$ cat config.mk
export PLATFORM = sky130hd
export DESIGN_NAME = eth_rx_writer
export DESIGN_NICKNAME = d
export VERILOG_FILES = /design/src/rtl/eth_rx_pkg.sv /design/src/rtl/eth_crc32_byte.sv /design/src/rtl/eth_rx_writer.sv
export SDC_FILE = /design/constraint.sdc
export NUM_CORES = 1
export LEC_CHECK = 0
export CORE_MARGIN = 1.5
export CORE_UTILIZATION = 50
export CTS_CLUSTER_DIAMETER = 200
export DETAILED_ROUTE_END_ITERATION = 10
export HOLD_SLACK_MARGIN = 0.1
export PLACE_DENSITY = 0.86
export SETUP_SLACK_MARGIN = 0.02
export SYNTH_ARGS = -nofsm -noshare
export SYNTH_HDL_FRONTEND = slang
export SYNTH_SLANG_ARGS = --single-unit
$ cat constraint.sdc
create_clock -name clk -period 5.3 [get_ports clk]
set_clock_uncertainty 0.15 [all_clocks]
set_input_delay 0.795 -clock clk [delete_from_list [all_inputs] [get_ports clk]]
set_output_delay 0.795 -clock clk [all_outputs]
set_load 0.01 [all_outputs]
$ cat src/rtl/eth_rx_pkg.sv
// Shared types, CRC constants and helpers for the Ethernet receive frame writer.
package eth_rx_pkg;

   typedef enum logic [1:0] {
      IDLE   = 2'd0,
      RECV   = 2'd1,
      DROP   = 2'd2,
      COMMIT = 2'd3
   } rxState_e;

   localparam logic [31:0] CRC_POLY    = 32'hEDB8_8320;
   localparam logic [31:0] CRC_INIT    = 32'hFFFF_FFFF;
   localparam logic [31:0] CRC_RESIDUE = 32'hDEBB_20E3;

   // Increment that sticks at the all-ones value of a w-bit counter.
   function automatic logic [31:0] satInc(input logic [31:0] v, input int unsigned w);
      logic [31:0] maxV;
      maxV = (w >= 32) ? 32'hFFFF_FFFF : ((32'd1 << w) - 32'd1);
      return (v >= maxV) ? v : v + 32'd1;
   endfunction

endpackage

$ cat src/rtl/eth_crc32_byte.sv
// Combinational reflected CRC-32 update for one byte (LSB first).
module eth_crc32_byte
   import eth_rx_pkg::*;
(
   input  logic [31:0] crc_i,
   input  logic [7:0]  data_i,
   output logic [31:0] crc_o
);

   always_comb begin
      crc_o = crc_i ^ {24'd0, data_i};
      for (int i = 0; i < 8; i++) begin
         crc_o = crc_o[0] ? ((crc_o >> 1) ^ CRC_POLY) : (crc_o >> 1);
      end
   end

endmodule

$ cat src/rtl/eth_rx_writer.sv
// Receive frame writer: streams MAC bytes into the RX buffer and publishes a frame ticket.
// Optional FCS checking is enabled with the ETH_RX_CRC_CHECK_EN macro.
module eth_rx_writer
   import eth_rx_pkg::*;
#(
   parameter int BUF_BYTES = 2048,
   parameter int W_LEN     = 16
) (
   input  logic             clk,
   input  logic             rst_n,
   input  logic             s_valid,
   input  logic [7:0]       s_data,
   input  logic             s_first,
   input  logic             s_last,
   input  logic             s_err,
   input  logic [W_LEN-1:0] rx_read,
   output logic             buf_we,
   output logic [31:0]      buf_addr,
   output logic [7:0]       buf_wdata,
   output logic [W_LEN-1:0] rx_len,
   output logic [W_LEN-1:0] rx_wrote,
   output logic             rx_busy,
   output logic [W_LEN-1:0] n_discarded,
   output logic [W_LEN-1:0] n_crc_err
);

   localparam int CNTW = $clog2(BUF_BYTES + 1);

   rxState_e         state_q, state_d;
   logic [CNTW-1:0]  cnt_q, cnt_d;
   logic             we_q, we_d;
   logic [31:0]      addr_q, addr_d;
   logic [7:0]       wdata_q, wdata_d;
   logic [W_LEN-1:0] len_q, len_d;
   logic [W_LEN-1:0] wrote_q, wrote_d;
   logic [W_LEN-1:0] disc_q, disc_d;
   logic             doStart;

`ifdef ETH_RX_CRC_CHECK_EN
   logic [31:0]      crc_q, crc_d, crcSeed, crcNext;
   logic [W_LEN-1:0] crcErr_q, crcErr_d;

   // A byte continues the running CRC only inside an open frame; any first byte reseeds.
   assign crcSeed = (state_q == RECV && !s_first) ? crc_q : CRC_INIT;

   eth_crc32_byte u_crc (
      .crc_i  (crcSeed),
      .data_i (s_data),
      .crc_o  (crcNext)
   );
`endif

   always_comb begin
      state_d = state_q;
      cnt_d   = cnt_q;
      we_d    = 1'b0;
      addr_d  = addr_q;
      wdata_d = wdata_q;
      len_d   = len_q;
      wrote_d = wrote_q;
      disc_d  = disc_q;
      doStart = 1'b0;
`ifdef ETH_RX_CRC_CHECK_EN
      crc_d    = crc_q;
      crcErr_d = crcErr_q;
`endif
      unique case (state_q)
         IDLE: begin
            if (s_valid && s_first) doStart = 1'b1;
         end
         RECV: begin
            if (s_valid) begin
               if (s_first) begin
                  disc_d  = W_LEN'(satInc(32'(disc_d), unsigned'(W_LEN)));
                  doStart = 1'b1;
               end else if (cnt_q == CNTW'(BUF_BYTES)) begin
                  if (s_last) begin
                     disc_d  = W_LEN'(satInc(32'(disc_d), unsigned'(W_LEN)));
                     state_d = IDLE;
                  end else begin
                     state_d = DROP;
                  end
               end else begin
                  we_d    = 1'b1;
                  addr_d  = 32'(cnt_q);
                  wdata_d = s_data;
                  cnt_d   = cnt_q + CNTW'(1);
`ifdef ETH_RX_CRC_CHECK_EN
                  crc_d   = crcNext;
`endif
                  if (s_last) begin
                     if (s_err) begin
                        disc_d  = W_LEN'(satInc(32'(disc_d), unsigned'(W_LEN)));
                        state_d = IDLE;
                     end else begin
                        state_d = COMMIT;
                     end
                  end
               end
            end
         end
         DROP: begin
            if (s_valid) begin
               if (s_first) begin
                  doStart = 1'b1;
               end else if (s_last) begin
                  disc_d  = W_LEN'(satInc(32'(disc_d), unsigned'(W_LEN)));
                  state_d = IDLE;
               end
            end
         end
         COMMIT: begin
            state_d = IDLE;
`ifdef ETH_RX_CRC_CHECK_EN
            if (crc_q == CRC_RESIDUE && cnt_q > CNTW'(4)) begin
               len_d   = W_LEN'(cnt_q - CNTW'(4));
               wrote_d = wrote_q + W_LEN'(1);
            end else begin
               crcErr_d = W_LEN'(satInc(32'(crcErr_q), unsigned'(W_LEN)));
            end
`else
            len_d   = W_LEN'(cnt_q);
            wrote_d = wrote_q + W_LEN'(1);
`endif
            if (s_valid && s_first) doStart = 1'b1;
         end
         default: state_d = IDLE;
      endcase

      // Occupancy uses wrote_d so a first byte during COMMIT sees the freshly published ticket.
      if (doStart) begin
         if (wrote_d != rx_read) begin
            if (s_last) begin
               disc_d  = W_LEN'(satInc(32'(disc_d), unsigned'(W_LEN)));
               state_d = IDLE;
            end else begin
               state_d = DROP;
            end
         end else begin
            we_d    = 1'b1;
            addr_d  = 32'd0;
            wdata_d = s_data;
            cnt_d   = CNTW'(1);
`ifdef ETH_RX_CRC_CHECK_EN
            crc_d   = crcNext;
`endif
            if (s_last) begin
               if (s_err) begin
                  disc_d  = W_LEN'(satInc(32'(disc_d), unsigned'(W_LEN)));
                  state_d = IDLE;
               end else begin
                  state_d = COMMIT;
               end
            end else begin
               state_d = RECV;
            end
         end
      end
   end

   always_ff @(posedge clk or negedge rst_n) begin
      if (!rst_n) begin
         state_q <= IDLE;
         cnt_q   <= '0;
         we_q    <= 1'b0;
         addr_q  <= '0;
         wdata_q <= '0;
         len_q   <= '0;
         wrote_q <= '0;
         disc_q  <= '0;
      end else begin
         state_q <= state_d;
         cnt_q   <= cnt_d;
         we_q    <= we_d;
         addr_q  <= addr_d;
         wdata_q <= wdata_d;
         len_q   <= len_d;
         wrote_q <= wrote_d;
         disc_q  <= disc_d;
      end
   end

`ifdef ETH_RX_CRC_CHECK_EN
   always_ff @(posedge clk or negedge rst_n) begin
      if (!rst_n) begin
         crc_q    <= CRC_INIT;
         crcErr_q <= '0;
      end else begin
         crc_q    <= crc_d;
         crcErr_q <= crcErr_d;
      end
   end
   assign n_crc_err = crcErr_q;
`else
   assign n_crc_err = '0;
`endif

   assign buf_we      = we_q;
   assign buf_addr    = addr_q;
   assign buf_wdata   = wdata_q;
   assign rx_len      = len_q;
   assign rx_wrote    = wrote_q;
   assign rx_busy     = (state_q == RECV) || (state_q == COMMIT);
   assign n_discarded = disc_q;

endmodule

# Yosys cells after proc, flatten, opt, wreduce, memory -nomap -nowiden
# Cells that the tools add are included.
# totals
output_inout_bits	106
in_bits	30
wordCells	90
register_bits	99
# classes
eq_ne	11
n_addsub	4
muxes	58
magnitude_cmp	2
n_reduce_logical	7
# op_table
op	count
two-way mux 16 bit	16
two-way mux 32 bit	6
two-way mux 12 bit	6
adder 16 x 1 -> 16 bit (second input constant)	3
two-way mux 8 bit	6
greater-or-equal comparator 16 bit (second input constant)	2
one-hot mux 16 bit (2 select lines)	1
two-way mux 2 bit	12
inequality test 16 bit	1
inequality test 3 bit (second input constant)	5
adder 12 x 1 -> 12 bit (second input constant)	1
equality test 12 bit (second input constant)	1
two-way mux 1 bit	9
AND reduction 7 bit	1
one-hot mux 2 bit (3 select lines)	1
equality test 2 bit (second input constant)	2
inequality test 4 bit (second input constant)	1
nonzero test 4 bit	1
OR reduction 2 bit	2
equality test 2 x 1 -> 1 bit (second input constant)	1
zero test 2 bit	1
one-hot mux 1 bit (2 select lines)	1
logical AND 1 bit	1
logical OR 1 bit	1

# Depth between registers and ports, before layout
# Gate-level depths: netlist of the first run.
# logic_depth
ltp_word	14
mapped_depth	13

# Worst setup path after synthesis of the first run
# No wires, ideal clock.
# synth_path
kind	in2reg
startpoint	input port s_valid
endpoint	register disc_q[1] (netlist: n_discarded[1])
arrival_time_ns	3.334
setup_slack_ns	1.688
setup_ns	0.128
path_stages	10
n_path_buf	2
t_required_ns	5.022
path_cell_list	clkbuf_1 -> nand2_1 -> nor2_1 -> nand3b_1 -> mux2_2 -> or4_4 -> buf_6 -> nor4_4 -> nand2b_1 -> mux2_1
# synth_between
elab_chain_cells	8
elab_cells_between_ends	15
cone_classes	add/sub: 1; order compare: 1; mux: 12; reduce/logical: 1
# synth_rtl
element	line	rtl
from (decl)	eth_rx_writer.sv:11	input logic s_valid,
two-way mux 16 bit, on equally long branches	eth_rx_writer.sv:103, eth_rx_writer.sv:72	
one-hot mux 16 bit (2 select lines)	eth_rx_writer.sv:67	unique case (state_q)
adder 16 x 1 -> 16 bit or greater-or-equal comparator 16 bit (tied branches)	eth_rx_pkg.sv:19	return (v >= maxV) ? v : v + 32'd1;
two-way mux 16 bit	eth_rx_pkg.sv:19	
two-way mux 16 bit	eth_rx_writer.sv:148	if (s_err) begin
two-way mux 16 bit	eth_rx_writer.sv:147	if (s_last) begin
two-way mux 16 bit	eth_rx_writer.sv:132	if (wrote_d != rx_read) begin
two-way mux 16 bit (*)	eth_rx_writer.sv:131	if (doStart) begin
named net disc_d[1]	eth_rx_writer.sv:36	logic [W_LEN-1:0] disc_q, disc_d;
to (signal assigned)	eth_rx_writer.sv:179	disc_q <= disc_d;
to (decl)	eth_rx_writer.sv:36	
# Mark *: on every way through the listed nets, which the timed path passes. The rest lies on a longest branch.
# A chain may end at the register's enable or synchronous reset.

# Worst setup path in the final report of the first run
# layout_path
startpoint	input port s_first
endpoint	register disc_q[1] (netlist: n_discarded[1])
# layout_between
elab_chain_cells	9
elab_cells_between_ends	18
cone_classes	add/sub: 1; order compare: 1; mux: 15; reduce/logical: 1
# layout_rtl
element	line	rtl
from (decl)	eth_rx_writer.sv:13	input logic s_first,
two-way mux 16 bit, on equally long branches	eth_rx_writer.sv:104, eth_rx_writer.sv:73	
two-way mux 16 bit, on equally long branches	eth_rx_writer.sv:103, eth_rx_writer.sv:72	
one-hot mux 16 bit (2 select lines)	eth_rx_writer.sv:67	
adder 16 x 1 -> 16 bit or greater-or-equal comparator 16 bit (tied branches)	eth_rx_pkg.sv:19	
two-way mux 16 bit	eth_rx_pkg.sv:19	
two-way mux 16 bit	eth_rx_writer.sv:148	
two-way mux 16 bit	eth_rx_writer.sv:147	
two-way mux 16 bit	eth_rx_writer.sv:132	
two-way mux 16 bit (*)	eth_rx_writer.sv:131	
named net disc_d[1]	eth_rx_writer.sv:36	
# Marks and branches as above.

==> summary.txt, run 1 <==
Worst-Margin Slew: 0.8338 ns
Pin count of the biggest net entering global routing: 62
Critical Path, Cell by Cell: clkdlybuf4s50_1 > nor2b_1 > a21boi_0 > o31a_2 > nand2_1 > o21ai_0 > ha_1 > or3b_2 > nor4_4 > nand2b_1 > mux2_1
Initial antenna violation count: 0
Wire per inst: 17.04 um
DRT iter0 DRCs: 340
Status: complete, no violations
Final hold violations: 0
Fin crit share: 79.07%
Seq cells post-synth: 99
Final HPWL from detailed placement: 10460 um
Finish-stage setup viols: 0
Adder-cell share of the synthesized area: 1.750%
Post-synthesis xor/xnor area fraction: 7.351%
PortBufs: 115
Compound-Gate Fraction of Synth Area: 11.31%
Row count: 38
Die Width: 110.0 um
Worst Path Required: 5.39 ns
Final min period: 4.191 ns
Slew margin rel.: 44.21%
Clock root buffer: clkbuf_16
Synth Area in Simple Gates: 24.33%
CTS tree: built
DIE HEIGHT: 110.0 um
Synth Cell Area: 0.005719 mm2
Avg Inst Size Synth: 9.694 um2
CTS clk-pin slew, worst paths: 0.07 ns
Number of synthesis warnings: 0
Number of enable flip-flop cells after synthesis: 0
Dominant synthesized flop cell: dfrtp_1
Via Count: 4836
First-pass GRT wire length: 23420 um
Seq/Total Area, Yosys: 43.32%
Clock latency on the worst-skew pair: 0.36 ns
Slowest-stage cell, CP: clkdlybuf4s50_1
Synth cell types: 69
Setup repair bufs after CTS: 0
Dpl cell area: 0.006903 mm2
DRT antenna net count: 0
Largest family of logic cells by synthesized area: simple AND/OR/NAND/NOR gates
Number of remaining DRC errors: 0
Pwr Density: 358.6 mW/mm2
Vias per cell: 5.730
Fmax achieved: 238.6 MHz
Setup TNS: 0 ns
Worst path arrival time: 4.28 ns
Drt pass-1 iters: 5
Clock sinks: 99
Post_cts resized: 0
DIE AREA: 0.01209 mm2
Hold buffers post-CTS: 0
Delay of the slowest critical-path stage: 0.53 ns
CTS Buffer Depth: 2
HP Class: in -> async
Post-route design area: 0.007187 mm2
Leak Pwr: 0.003072 uW
P&R area growth vs syn: 25.66%
Core Region: 0.01098 mm2
Crit end category: flip-flop
Antenna diodes: 0
IO Pins: 136
Gpl congestion: 0.8929
GR Util All Layers: 25.22%
H-Tree Level Count: 3
Crit start category: input pin
Crit path kind: in -> reg
GR Overflow Total: 0
Post-synthesis cell count: 590
Max-cap violations: 0
Layout cells sized above 1: 9.943%
RSZ-0062 raised after global routing: false
Asr flop ratio synth: 100.0%
Routed Wire Length: 14380 um
Multiplexer share of the synthesized area: 6.541%
Vias in the first global route: 4767
Worst Path Max Fanout: 9
Final nets: 737
Initial Utilization: 52.07%
Maximum vdd drop: 0.0002920 V
Max-slew violations: 0
CTS Buf Count: 9
[routing by layer]
layer	global-route usage (%)	vias to the layer above	part of all wire (%)	wire length, um
met5	0	-	0	0
met4	7.421	0	1.3	186
met3	8.180	21	9.4	1348
met2	38.60	218	45	6499
met1	34.20	2323	44	6351
li1	-	2274	-	-
[final timing paths]
check | slack (ns) | endpoint | cells after the start | start
worst min-delay path | 0.25 | rx_wrote[15] | 1 | rst_n
max in group asynchronous | 3.60 | buf_addr[24] | 2 | rst_n
worst max-delay path | 1.11 | n_discarded[1] | 11 | s_first
worst max register to register | 1.28 | n_discarded[1] | 9 | cnt_q[5]
worst min register to register | 0.34 | buf_addr[16] | 1 | buf_addr[16]
min in group clk | 0.34 | buf_addr[16] | 1 | buf_addr[16]
[layout make-up]
type / instances / area (um2)
Inverter: 11 / 41.29
Tap cell: 140 / 175.2
Sequential cell: 99 / 2477
Timing Repair Buffer: 122 / 1201
Fill cell: 868 / 3796
Multi-Input combinational cell: 456 / 3008
Clock inverter: 7 / 58.81
Clock buffer: 9 / 225.2
[report_power, final]
group	switching (uW)	internal [uW]	leakage, uW
logic	494	442	0.00159
clock network	312	327	0.000139
registers	137	866	0.00134
[logic make-up after synthesis]
family,after synthesis
flops,99
other cells,1
simple gates,248
fa+ha+maj,8
mux,34
compound gates,98
xor+xnor,48
buf+inv,54
[worst max-delay path: cells and delay by family]
kind            cells  cell delay (ns)
simple gates        5             1.52
fa+ha+maj           1             0.27
buf+inv             1             0.53
compound gates      3             0.83
mux                 1             0.33
[flip-flops by register name (all words and copies together), names as in the netlist]
signal	cells
buf_we	1
state_q	2
buf_wdata	8
rx_wrote	16
n_discarded	16
rx_len	12
cnt_q	12
buf_addr	32
[placed cells by master (no fill, tap or decap), types with 9 or more instances in the layout]
cell and instances:
a21oi_1 29, and2_1 24, clkbuf_16 9, clkdlybuf4s50_1 114, conb_1 20, dfrtp_1 99
inv_1 11, mux2_2 26, nand2_1 62, nand2b_1 10, nand3_1 24, nand4_1 16
nor2_1 42, nor3_1 16, o21ai_0 20, xnor2_1 25, xor2_1 23
[synthesized netlist by cell type (3+ instances only)]
| cell | number | area share, % |
|---|---|---|
| dfrtp_1 | 99 | 43 |
| nand2_1 | 62 | 4.1 |
| nor2_1 | 42 | 2.8 |
| a21oi_1 | 29 | 2.5 |
| mux2_2 | 26 | 5.1 |
| xnor2_1 | 25 | 3.8 |
| and2_1 | 24 | 2.6 |
| nand3_1 | 24 | 2.1 |
| xor2_1 | 23 | 3.5 |
| buf_4 | 20 | 2.6 |
| o21ai_0 | 20 | 1.8 |
| nand4_1 | 16 | 1.8 |
| nor3_1 | 16 | 1.4 |
| clkbuf_1 | 15 | 0.98 |
| inv_1 | 11 | 0.72 |
| nand2b_1 | 10 | 1.1 |
| ha_1 | 8 | 1.8 |
| nor4_1 | 8 | 0.88 |
| mux2i_1 | 7 | 1.2 |
| a31oi_1 | 6 | 0.66 |
| nand3b_1 | 6 | 0.79 |
| and3_1 | 5 | 0.55 |
| nor2b_1 | 5 | 0.55 |
| o211ai_1 | 5 | 0.66 |
| o21a_1 | 5 | 0.66 |
| a21o_1 | 4 | 0.53 |
| and4_1 | 4 | 0.61 |
| o31ai_1 | 4 | 0.53 |
| or2_2 | 4 | 0.44 |
| or3_1 | 4 | 0.44 |
| buf_2 | 3 | 0.26 |
| buf_6 | 3 | 0.59 |
| nor4_4 | 3 | 1.1 |
[through the flow]
stage               hold WS (ns)  total power (uW)  cells  worst slack [ns]  utilization (%)
floorplan                 0.3494              1561    609             1.688                -
global placement          0.3186              1921    828            0.9093            62.85
detailed placement        0.3198              1942    828            0.8459            62.85
CTS                       0.2713              2583    844             1.190            65.44
global route              0.2977              2723    844            0.9086            65.44
finish                    0.2523              2577    844             1.109            65.44
Power figures use the tool's default switching activity.
==> run 2, diff against run 1 <==
==> constraint.sdc (replaced) <==
create_clock -name clk -period 4.08 [get_ports clk]
set_clock_uncertainty 0.15 [all_clocks]
set_input_delay 0.612 -clock clk [delete_from_list [all_inputs] [get_ports clk]]
set_output_delay 0.612 -clock clk [all_outputs]
set_load 0.01 [all_outputs]
==> summary.txt, run 2 (same netlist as run 1, synthesis figures left out) <==
Worst path arrival time: 3.80 ns (was 4.28 ns)
Slew margin rel.: 54.37% (was 44.21%)
Antenna diodes: 0 (unchanged)
Crit path capture: n_discarded[1] (unchanged)
Row count: 38 (unchanged)
CTS Buffer Depth: 2 (unchanged)
H-Tree Level Count: 3 (unchanged)
CTS Buf Count: 9 (unchanged)
Post_cts resized: 0 (unchanged)
Fin crit share: 91.14%
R2r setup slk: 0.36 ns (was 1.28 ns)
Clock root buffer: clkbuf_16 (unchanged)
Worst Path Required: 4.16 ns (was 5.39 ns)
Routed Wire Length: 14790 um (was 14380 um)
DIE HEIGHT: 110.0 um (unchanged)
Max-cap violations: 0 (unchanged)
Maximum vdd drop: 0.0003593 V (was 0.0002920 V)
DRT antenna net count: 0 (unchanged)
Gpl congestion: 0.8863 (was 0.8929)
HP Class: in -> async (unchanged)
Finish-stage setup viols: 0 (unchanged)
Worst Path Max Fanout: 7 (was 9)
IO Pins: 136 (unchanged)
Final nets: 752 (was 737)
Via Count: 4871 (was 4836)
Initial antenna violation count: 0 (unchanged)
Status: complete, no violations (unchanged)
Commonest cells after routing, fill and taps aside: clkdlybuf4s50_1 (114), dfrtp_1 (99), nand2_1 (62) (unchanged)
CTS tree: built (unchanged)
Commonest non-fill, non-tap cell in the layout: clkdlybuf4s50_1 (unchanged)
Clock sinks: 99 (unchanged)
Final HPWL from detailed placement: 10970 um (was 10460 um)
Worst R2R Path Depth: 13 (was 9)
Vias per cell: 5.677 (was 5.730)
Leak Pwr: 0.003151 uW (was 0.003072 uW)
Worst slack, placed: 0.05473 ns (was 0.8459 ns)
Clock latency on the worst-skew pair: 0.35 ns (was 0.36 ns)
R2R Path End: n_discarded[1] (unchanged)
Vias in the first global route: 4646 (was 4767)
DIE AREA: 0.01209 mm2 (unchanged)
Final hold violations: 0 (unchanged)
GR Util All Layers: 25.56% (was 25.22%)
Crit end category: flip-flop (unchanged)
Layout cells sized above 1: 11.56% (was 9.943%)
Setup repair bufs after CTS: 0 (unchanged)
CTS clk-pin slew, worst paths: 0.07 ns (about the same)
Reg2Reg Launch Point: state_q[1] (was cnt_q[5])
Crit start category: flip-flop (was input pin)
Die Width: 110.0 um (unchanged)
Core Region: 0.01098 mm2 (unchanged)
Setup TNS: 0 ns (unchanged)
Max-slew violations: 0 (unchanged)
Max FFs per register: 32 (unchanged)
RSZ-0062 raised after global routing: false (unchanged)
Initial Utilization: 52.07% (unchanged)
Worst-Margin Slew: 0.6845 ns (was 0.8338 ns)
DRT iter0 DRCs: 402 (was 340)
Hold buffers post-CTS: 0 (unchanged)
Top Layer Used: met4 (unchanged)
Number of remaining DRC errors: 0 (unchanged)
Pwr Density: 464.1 mW/mm2 (was 358.6 mW/mm2)
Final min period: 3.719 ns
Power Total: 3385 uW (was 2577 uW)
Drt pass-1 iters: 6 (was 5)
GR Overflow Total: 0 (unchanged)
P&R area growth vs syn: 27.54% (was 25.66%)
PortBufs: 115 (unchanged)
M1 WL: 6510 um (was 6351 um)
First-pass GRT wire length: 23710 um (was 23420 um)
Wire per inst: 17.24 um (was 17.04 um)
Fmax achieved: 268.9 MHz
PnR worst setup slack: 0.3613 ns (was 1.109 ns)
Met3 Wirelength: 1374 um (was 1348 um)
Crit path launch: state_q[1] (was s_first)
Pin count of the biggest net entering global routing: 55 (was 62)
Crit path kind: reg -> reg (was in -> reg)
Met2 wire length: 6719 um (was 6499 um)
run 2: metal layers:
metal  vias to the layer above  track usage, %
met2                       202           39.53
li1                       2291               -
met1                      2362           34.72
met4                         0           6.865
met5                         -               0
met3                        16           7.884
run 2: power breakdown:
group	leakage, uW	internal [uW]	switching, uW
combinational	0.00167	616	676
clock	0.000139	446	365
sequential	0.00134	1130	157
total	0.00315	2190	1200
run 2: worst min path at each step:
stage	endpoint	slack, ns	cells past startpoint
6_report	rx_wrote[11]	0.14	1
5_1_grt	rx_wrote[13]	0.20	1
3_3_place_gp	buf_addr[25]	0.32	1
3_5_place_dp	buf_addr[12]	0.32	1
2_1_floorplan	buf_addr[0]	0.17	0
4_1_cts	rx_wrote[15]	0.17	1
run 2: stage by stage:
| step | cells | area [um2] | hold WS (ns) | util [%] |
|---|---|---|---|---|
| 2_1_floorplan | 609 | 5791 | 0.1664 | - |
| 3_3_place_gp | 843 | 7015 | 0.3176 | 63.88 |
| 3_5_place_dp | 843 | 7015 | 0.3198 | 63.88 |
| 4_1_cts | 858 | 7295 | 0.1686 | 66.42 |
| 5_1_grt | 858 | 7295 | 0.1976 | 66.42 |
| 6_report | 858 | 7295 | 0.1397 | 66.42 |
run 2: final cells by class:
class,count,area [um2]
inverter,11,41.29
clock buffer,12,256.5
timing repair buffer,137,1314
fill,854,3689
sequential,99,2477
clock inverter,3,22.52
multi-input combinational,456,3008
tap,140,175.2
run 2: critical path, cell delays in order, from the launching register on:
cell and delay, ns:
dfrtp_1 0.42, inv_1 0.07, ha_1 0.29, nor2b_1 0.28, buf_4 0.17, a21boi_0 0.26
o31a_2 0.24, nand2_1 0.06, o21ai_1 0.14, ha_1 0.26, or3b_2 0.50, nor4_4 0.24
nand2b_1 0.18, mux2_1 0.34
